## src/rtl/list_sum_ctrl.sv

```systemverilog
// Controller for the linked-list summation datapath: sequences INIT/ADD/LINK per node,
// counts nodes, and traps into a sticky ERR state when a list runs past MAX_NODES.
module list_sum_ctrl #(
   parameter int N         = 8,
   parameter int MAX_NODES = 255,
   parameter int CW        = 8
) (
   input  logic          clk,
   input  logic          rst,
   input  logic          start,
   input  logic          NEXT_ZERO,
   output logic          LD_SUM,
   output logic          LD_NEXT,
   output logic          SUM_SEL,
   output logic          NEXT_SEL,
   output logic          A_SEL,
   output logic          busy,
   output logic          done,
   output logic          err,
   output logic [CW-1:0] node_count
);

   if ((N < 1) || (CW < 1) || (MAX_NODES < 1) || ((2 ** CW) <= MAX_NODES)) begin : g_param_check
      $error("list_sum_ctrl: need N>=1, MAX_NODES>=1 and 2**CW > MAX_NODES");
   end

   localparam logic [CW-1:0] MAX_CNT = CW'(MAX_NODES);

   typedef enum logic [2:0] {
      S_IDLE = 3'd0,
      S_INIT = 3'd1,
      S_ADD  = 3'd2,
      S_LINK = 3'd3,
      S_DONE = 3'd4,
      S_ERR  = 3'd5
   } state_e;

   state_e        state_q, state_d;
   logic [CW-1:0] node_count_q, node_count_d;

   always_ff @(posedge clk or negedge rst) begin
      if (!rst) begin
         state_q      <= S_IDLE;
         node_count_q <= '0;
      end else begin
         state_q      <= state_d;
         node_count_q <= node_count_d;
      end
   end

   // Outputs depend on state only; NEXT_ZERO steers the LINK exit and nothing else.
   always_comb begin
      state_d      = state_q;
      node_count_d = node_count_q;
      LD_SUM       = 1'b0;
      LD_NEXT      = 1'b0;
      SUM_SEL      = 1'b0;
      NEXT_SEL     = 1'b0;
      A_SEL        = 1'b0;
      busy         = 1'b0;
      done         = 1'b0;
      err          = 1'b0;
      case (state_q)
         S_IDLE: begin
            if (start) state_d = S_INIT;
         end
         S_INIT: begin
            LD_SUM       = 1'b1;
            LD_NEXT      = 1'b1;
            busy         = 1'b1;
            node_count_d = '0;
            state_d      = S_ADD;
         end
         S_ADD: begin
            LD_SUM       = 1'b1;
            SUM_SEL      = 1'b1;
            busy         = 1'b1;
            node_count_d = node_count_q + CW'(1);
            state_d      = S_LINK;
         end
         S_LINK: begin
            A_SEL    = 1'b1;
            LD_NEXT  = 1'b1;
            NEXT_SEL = 1'b1;
            busy     = 1'b1;
            if (NEXT_ZERO)                    state_d = S_DONE;
            else if (node_count_q == MAX_CNT) state_d = S_ERR;
            else                              state_d = S_ADD;
         end
         S_DONE: begin
            done    = 1'b1;
            state_d = start ? S_INIT : S_IDLE;
         end
         S_ERR: begin
            err = 1'b1;
            if (start) state_d = S_INIT;
         end
         default: state_d = S_IDLE;
      endcase
   end

   assign node_count = node_count_q;

endmodule

```

## config.mk

```make
export PLATFORM = sky130hd
export DESIGN_NAME = list_sum_ctrl
export DESIGN_NICKNAME = d
export VERILOG_FILES = /design/src/rtl/list_sum_ctrl.sv
export SDC_FILE = /design/constraint.sdc
export NUM_CORES = 1
export LEC_CHECK = 0
export CAP_MARGIN = 15
export CORE_MARGIN = 3
export CORE_UTILIZATION = 40
export DETAILED_ROUTE_END_ITERATION = 6
export GPL_ROUTABILITY_DRIVEN = 0
export PLACE_DENSITY = 0.84
export SLEW_MARGIN = 20
export SYNTH_ARGS = -nofsm -noshare
export SYNTH_HDL_FRONTEND = slang
export SYNTH_SLANG_ARGS = --single-unit
```

## constraint.sdc

```tcl
create_clock -name clk -period 1.4 [get_ports clk]
set_input_delay 0.14 -clock clk [delete_from_list [all_inputs] [get_ports clk]]
set_output_delay 0.14 -clock clk [all_outputs]
set_load 0.005 [all_outputs]
```

==> impl_metrics.toml, run 1 <==
[clock_network]
clk_pin_slew_ns = 0.07
numCtsBuffers = 3
clkLatencyLatePin_ns = 0.27
cts_hold_buf = 0
htree_num_levels = 1
clock_path_buffers = 2
tritoncts = "yes"
cts.sinks = 11
cts_root_buffer = "clkbuf_4"

[global_routing]
grt_usage_pct = 21.8
grt_max_degree = 12
antenna_found_initial = 0
first_global_vias = 719
grt_overflow = 0
grt_pass1_wl_mm = 3.17

[place]
port_buffers = 19
placed_cell_area_um2 = 905
dp_slack_ns = -0.136
dpl.hpwl_mm = 1.32
dp.cells = 112

[final_layout]
area_growth_pct = 71.0
final_area_um2 = 1110
diodes = 0
fin_nets = 122
final_cell_count_no_fill = 131
drive_above_1_share_pct = 45.7

[critical_path]
r2r_setup_slack_ns = -0.26
crit_required_ns = 1.61
worstPathMaxFanout = 5
criticalPathCategory = "reg -> reg"
crit_path_end_kind = "flip-flop"
max_stage_delay_ns = 0.47
critical_path.slowest_cell = "or4_4"
rr_startpoint = "state_q[0]"
r2r-end = "node_count[5]"
path_delay_family = "simple AND/OR/NAND/NOR gates"
cp-start-kind = "flip-flop"
critPathMostFrequentCell = "buf_6"
path_buf_inv = 2
crit_path_cell_trace = "buf_6 > or3b_4 > buf_6 > or4_4 > nand3_2"
worstPathArrival_ns = 1.87
rr_worst_depth = 5

[drt]
dr_total_vias = 764
drc = 0
drt-total-wl_mm = 2.21
vias_per_cell = 5.83
drtPass1Iterations = 4
avgRoutedWirePerCell_um = 16.8
antenna_left = 0
drt_iter0_drc = 14

[outcome]
outcome = "complete, but fails checks"
violations = "setup timing"

[floorplan]
core_um2 = 1420
die_h_um = 46.3
start_util_pct = 46.0
die_w_um = 46.3
dieArea_um2 = 2150
row_count = 13
ioPinCount = 20

[yosys]
synthTopCellsByCount = "dfrtp_1, nor2_1, inv_1, nand3_1, o21ai_0"
synth_ff_type = "dfrtp_1"
syn-cell-area_um2 = 651
ys_top_cells_by_area = "dfrtp_1, nand3_1, nor2_1"
synthMuxAreaShare_pct = 1.54
synth_compound_area_share_pct = 18.1
yosys.cell_count.top_type = "dfrtp_1"
yosys_warnings = 0
synthXorXnorAreaFrac_pct = 1.35
syn_inst = 71
yosys.area.top_type = "dfrtp_1"
synth_cell_types = 29
ys_seq_area_share_pct = 42.3
synth-edff-count = 0
synth_simple_gate_area_share_pct = 26.2
syn_area_per_cell_um2 = 9.16
synthAdderAreaFrac_pct = 1.92
async_flop_share_pct = 100
synth.net_count = 76
synth_seq_cells = 11
synth_top_family_by_area = "simple AND/OR/NAND/NOR gates"
synth_top_area_share_pct = 42.3

[hold_path]
worstHoldPathType = "in -> async"

[timing]
setup_ws_ns = -0.256
drv_slew = 0
min_period_ns = 1.66
finClkSkew_ns = 0.000371
tightest_slew_ns = 0.512
fin_crit_sh_pct = 118
setup_tns_ns = -2.01
fmax_mhz = 604
hold_viol_final = 0
finalSetupViolCount = 16
rsz0062_at_grt = "true"
relSlewSlack_pct = 65.8

[pwr]
p_leak_nw = 0.537
ir_drop_uv = 1570
p_per_area_nw_per_um2 = 2160

[flow_run]
maxCapViolCount = 0
==> worst register-to-register path, delay by kind of cell, from the launching register on <==
family | cells | cell delay, ns
flip-flops | 1 | 0.42
AND/OR/NAND/NOR | 3 | 0.91
buffers and inverters | 2 | 0.27
==> flip-flops by register name, indices dropped and copies added (netlist names) <==
name	cells
state_q	3
node_count	8
==> worst max path at each step <==
stage	startpoint	end	slack, ns	cells past startpoint
4_1_cts	state_q[2]	node_count[5]	-0.26	5
2_1_floorplan	state_q[0]	node_count[6]	-0.08	4
6_report	state_q[0]	node_count[5]	-0.26	5
3_3_place_gp	state_q[0]	SUM_SEL	-0.11	3
3_5_place_dp	state_q[0]	LD_SUM	-0.14	4
5_1_grt	state_q[0]	node_count[5]	-0.31	5
==> per-layer routing <==
metal / wire length, um / vias up / GRT usage [%]
met5: 0 / - / 0
met3: 141 / 4 / 8.20
li1: - / 355 / -
met2: 1210 / 34 / 38.2
met1: 810 / 371 / 22.3
met4: 49 / 0 / 10.8
==> layout by cell type, fill, tap and decap left out, types with 3 or more instances in the layout <==
cell type,instances
buf_4,16
buf_6,12
dfrtp_1,11
clkdlybuf4s50_1,9
nor2_1,7
inv_1,4
nand3_1,4
o211ai_1,3
o21ai_0,3
clkbuf_4,3
clkbuf_2,3
==> cell type report <==
type	count	area [um^2]
inverter	7	28.8
fill	96	303
multi-input combinational	50	375
sequential	11	275
clock buffer	4	26.3
timing repair buffer	44	388
tap	15	18.8
==> per-stage QoR <==
stage | hold WS (ns) | power [mW] | utilization, %
after CTS | 0.217 | 2.08 | 71.3
after global placement | 0.504 | 1.68 | 63.9
after detailed placement | 0.514 | 1.73 | 63.9
after global routing | 0.218 | 2.58 | 78.6
after floorplan | -0.156 | 1.07 | -
final | 0.207 | 2.41 | 78.6
==> logic make-up after synthesis <==
| family | Yosys count |
|---|---|
| AOI/OAI and AO/OA | 17 |
| xor gates and xnor gates | 1 |
| adders and majority gates | 1 |
| buffers and inverters | 10 |
| DFF | 11 |
| muxes | 1 |
| and+or+nand+nor | 30 |
==> repair_timing <==
action / 4_1_cts / 5_1_grt
cloned: 0 / 1
pin swaps: 3 / 4
resized for setup: 33 / 27
hold endpoints to repair: 0 / 0
setup buffers: 9 / 6
endpoints found under the setup margin: 15 / 22
==> power breakdown <==
| part | internal, mW | total, mW | switching (mW) |
|---|---|---|---|
| clock | 0.111 | 0.217 | 0.106 |
| combinational | 0.963 | 1.71 | 0.743 |
| sequential | 0.404 | 0.484 | 0.0798 |
| total | 1.48 | 2.41 | 0.929 |
Note: power is estimated with default switching activity, not from simulation.
==> inputs of run 2 (changes only) <==
--- a/config.mk
+++ b/config.mk
@@ -6,7 +6,7 @@
 export NUM_CORES = 1
 export LEC_CHECK = 0
 export CAP_MARGIN = 15
-export CORE_MARGIN = 3
+export CORE_MARGIN = 5
 export CORE_UTILIZATION = 40
 export DETAILED_ROUTE_END_ITERATION = 6
 export GPL_ROUTABILITY_DRIVEN = 0
==> impl_metrics.toml, run 2 (synthesis results as in run 1) <==
[final_layout]
final_cell_count_no_fill = 134
final_cell_mix = "buf_4, dfrtp_1, buf_6"
diodes = 0
largest_register_ffs = 8
drive_above_1_share_pct = 50.0
nFillCells = 78
area_growth_pct = 76.3
final_common_cell = "buf_4"
fin_nets = 124
final_util_pct = 75.3

[critical_path]
worstPathMaxFanout = 5
crit_path_cell_trace = "buf_6 > or3b_4 > buf_6 > or4_4 > nand3_2"
criticalPathCategory = "reg -> reg"
rr_startpoint = "state_q[2]"
startpoint = "state_q[2]"
max_stage_delay_ns = 0.47
crit_required_ns = 1.63
endpoint = "node_count[6]"
r2r-end = "node_count[6]"
crit_path_end_kind = "flip-flop"
critical_path.slowest_cell = "or4_4"
r2r_setup_slack_ns = -0.26
worstPathArrival_ns = 1.89
rr_worst_depth = 5
critPathMostFrequentCell = "buf_6"
cp-start-kind = "flip-flop"

[pwr]
p_total_mw = 2.67
p_leak_nw = 0.584
p_per_area_nw_per_um2 = 2330
ir_drop_uv = 1930

[global_routing]
first_global_vias = 745
grt_max_degree = 12
grt_pass1_wl_mm = 3.46
grt_usage_pct = 17.3
antenna_found_initial = 0
grt_overflow = 0

[floorplan]
row_count = 14
start_util_pct = 42.7
dieArea_um2 = 2530
die_h_um = 50.3
core_um2 = 1520
ioPinCount = 20
die_w_um = 50.3

[timing]
rsz0062_at_grt = "true"
drv_slew = 0
fin_crit_sh_pct = 119
setup_ws_ns = -0.261
hold_viol_final = 0
finClkSkew_ns = 0.00274
tightest_slew_ns = 0.516
fmax_mhz = 602
finalSetupViolCount = 16
min_period_ns = 1.66
relSlewSlack_pct = 65.5

[place]
dp.cells = 115
dp_slack_ns = -0.126
port_buffers = 19
dpl.hpwl_mm = 1.25

[outcome]
outcome = "complete, but fails checks"
violations = "setup timing"

[drt]
drtPass1Iterations = 4
dr_total_vias = 809
drc = 0
vias_per_cell = 6.04
drt-total-wl_mm = 2.70
drt_iter0_drc = 58
antenna_left = 0
avgRoutedWirePerCell_um = 20.2

[hold_path]
worstHoldPathType = "in -> async"

[clock_network]
numCtsBuffers = 3
htree_num_levels = 1
tritoncts = "yes"
cts_root_buffer = "clkbuf_4"
clk_pin_slew_ns = 0.09
cts.sinks = 11
clkLatencyLatePin_ns = 0.29
clock_path_buffers = 2

[flow_run]
maxCapViolCount = 0
-- run 2: cell count changes in the layout (fill, tap and decap cells not counted), moves of 2 or more --
| cell | previous run | this run |
|---|---|---|
| dlymetal6s2s_1 | 0 | 2 |
| clkdlybuf4s50_1 | 9 | 7 |
| clkbuf_2 | 3 | 1 |
| buf_4 | 16 | 20 |
| buf_6 | 12 | 9 |
| buf_2 | 2 | 5 |
-- run 2: report_power, final --
part | switching, mW | internal, mW
logic | 0.886 | 1.05
clock network | 0.142 | 0.106
registers | 0.0856 | 0.404
-- run 2: worst min-delay path by stage --
stage                     slack, ns  start  cells after the start             to
after floorplan               -0.16    rst                      0  node_count[0]
after global placement         0.50    rst                      1  node_count[1]
after detailed placement       0.51    rst                      1  node_count[1]
after CTS                      0.21    rst                      1  node_count[1]
after global routing           0.21    rst                      1  node_count[1]
final                          0.18    rst                      1     state_q[0]
-- run 2: final cells by class --
type | count | area [um^2] | area share (%)
clock buffer | 3 | 22.5 | 1.96
multi-input combinational | 50 | 403 | 35.1
timing repair buffer | 46 | 394 | 34.4
sequential | 11 | 277 | 24.1
inverter | 7 | 26.3 | 2.29
clock inverter | 1 | 5.00 | 0.436
tap | 16 | 20.0 | 1.74
-- run 2: metrics by stage --
stage / cell area (um^2) / TNS, ns / hold WS [ns]
after detailed placement: 921 / -0.591 / 0.508
after global routing: 1150 / -2.78 / 0.211
after floorplan: 651 / -0.327 / -0.156
after CTS: 1050 / -1.31 / 0.206
after global placement: 921 / -0.457 / 0.495
final: 1150 / -1.93 / 0.185
-- run 2: worst max-delay path: cells and delay by family, from the launching register on --
family	cells	cell delay [ns]
DFF	1	0.42
and+or+nand+nor	3	0.92
buffers and inverters	2	0.27
-- run 2: timing repair --
item                       4_1_cts  5_1_grt
cloned                           0        1
hold buffers                     0        0
gates resized for setup         43       21
buffers inserted                12        4
hold endpoints to repair         0        0
pin swaps                        4        3
setup endpoints to repair       16       20
-- run 2: layer usage --
metal	part of all wire [%]	wire length [um]	track usage (%)	vias up
met5	0	0	0	-
met4	4.9	133	6.81	0
met2	48	1300	28.7	52
li1	-	-	-	349
met3	8.9	240	4.14	14
met1	38	1030	21.7	394
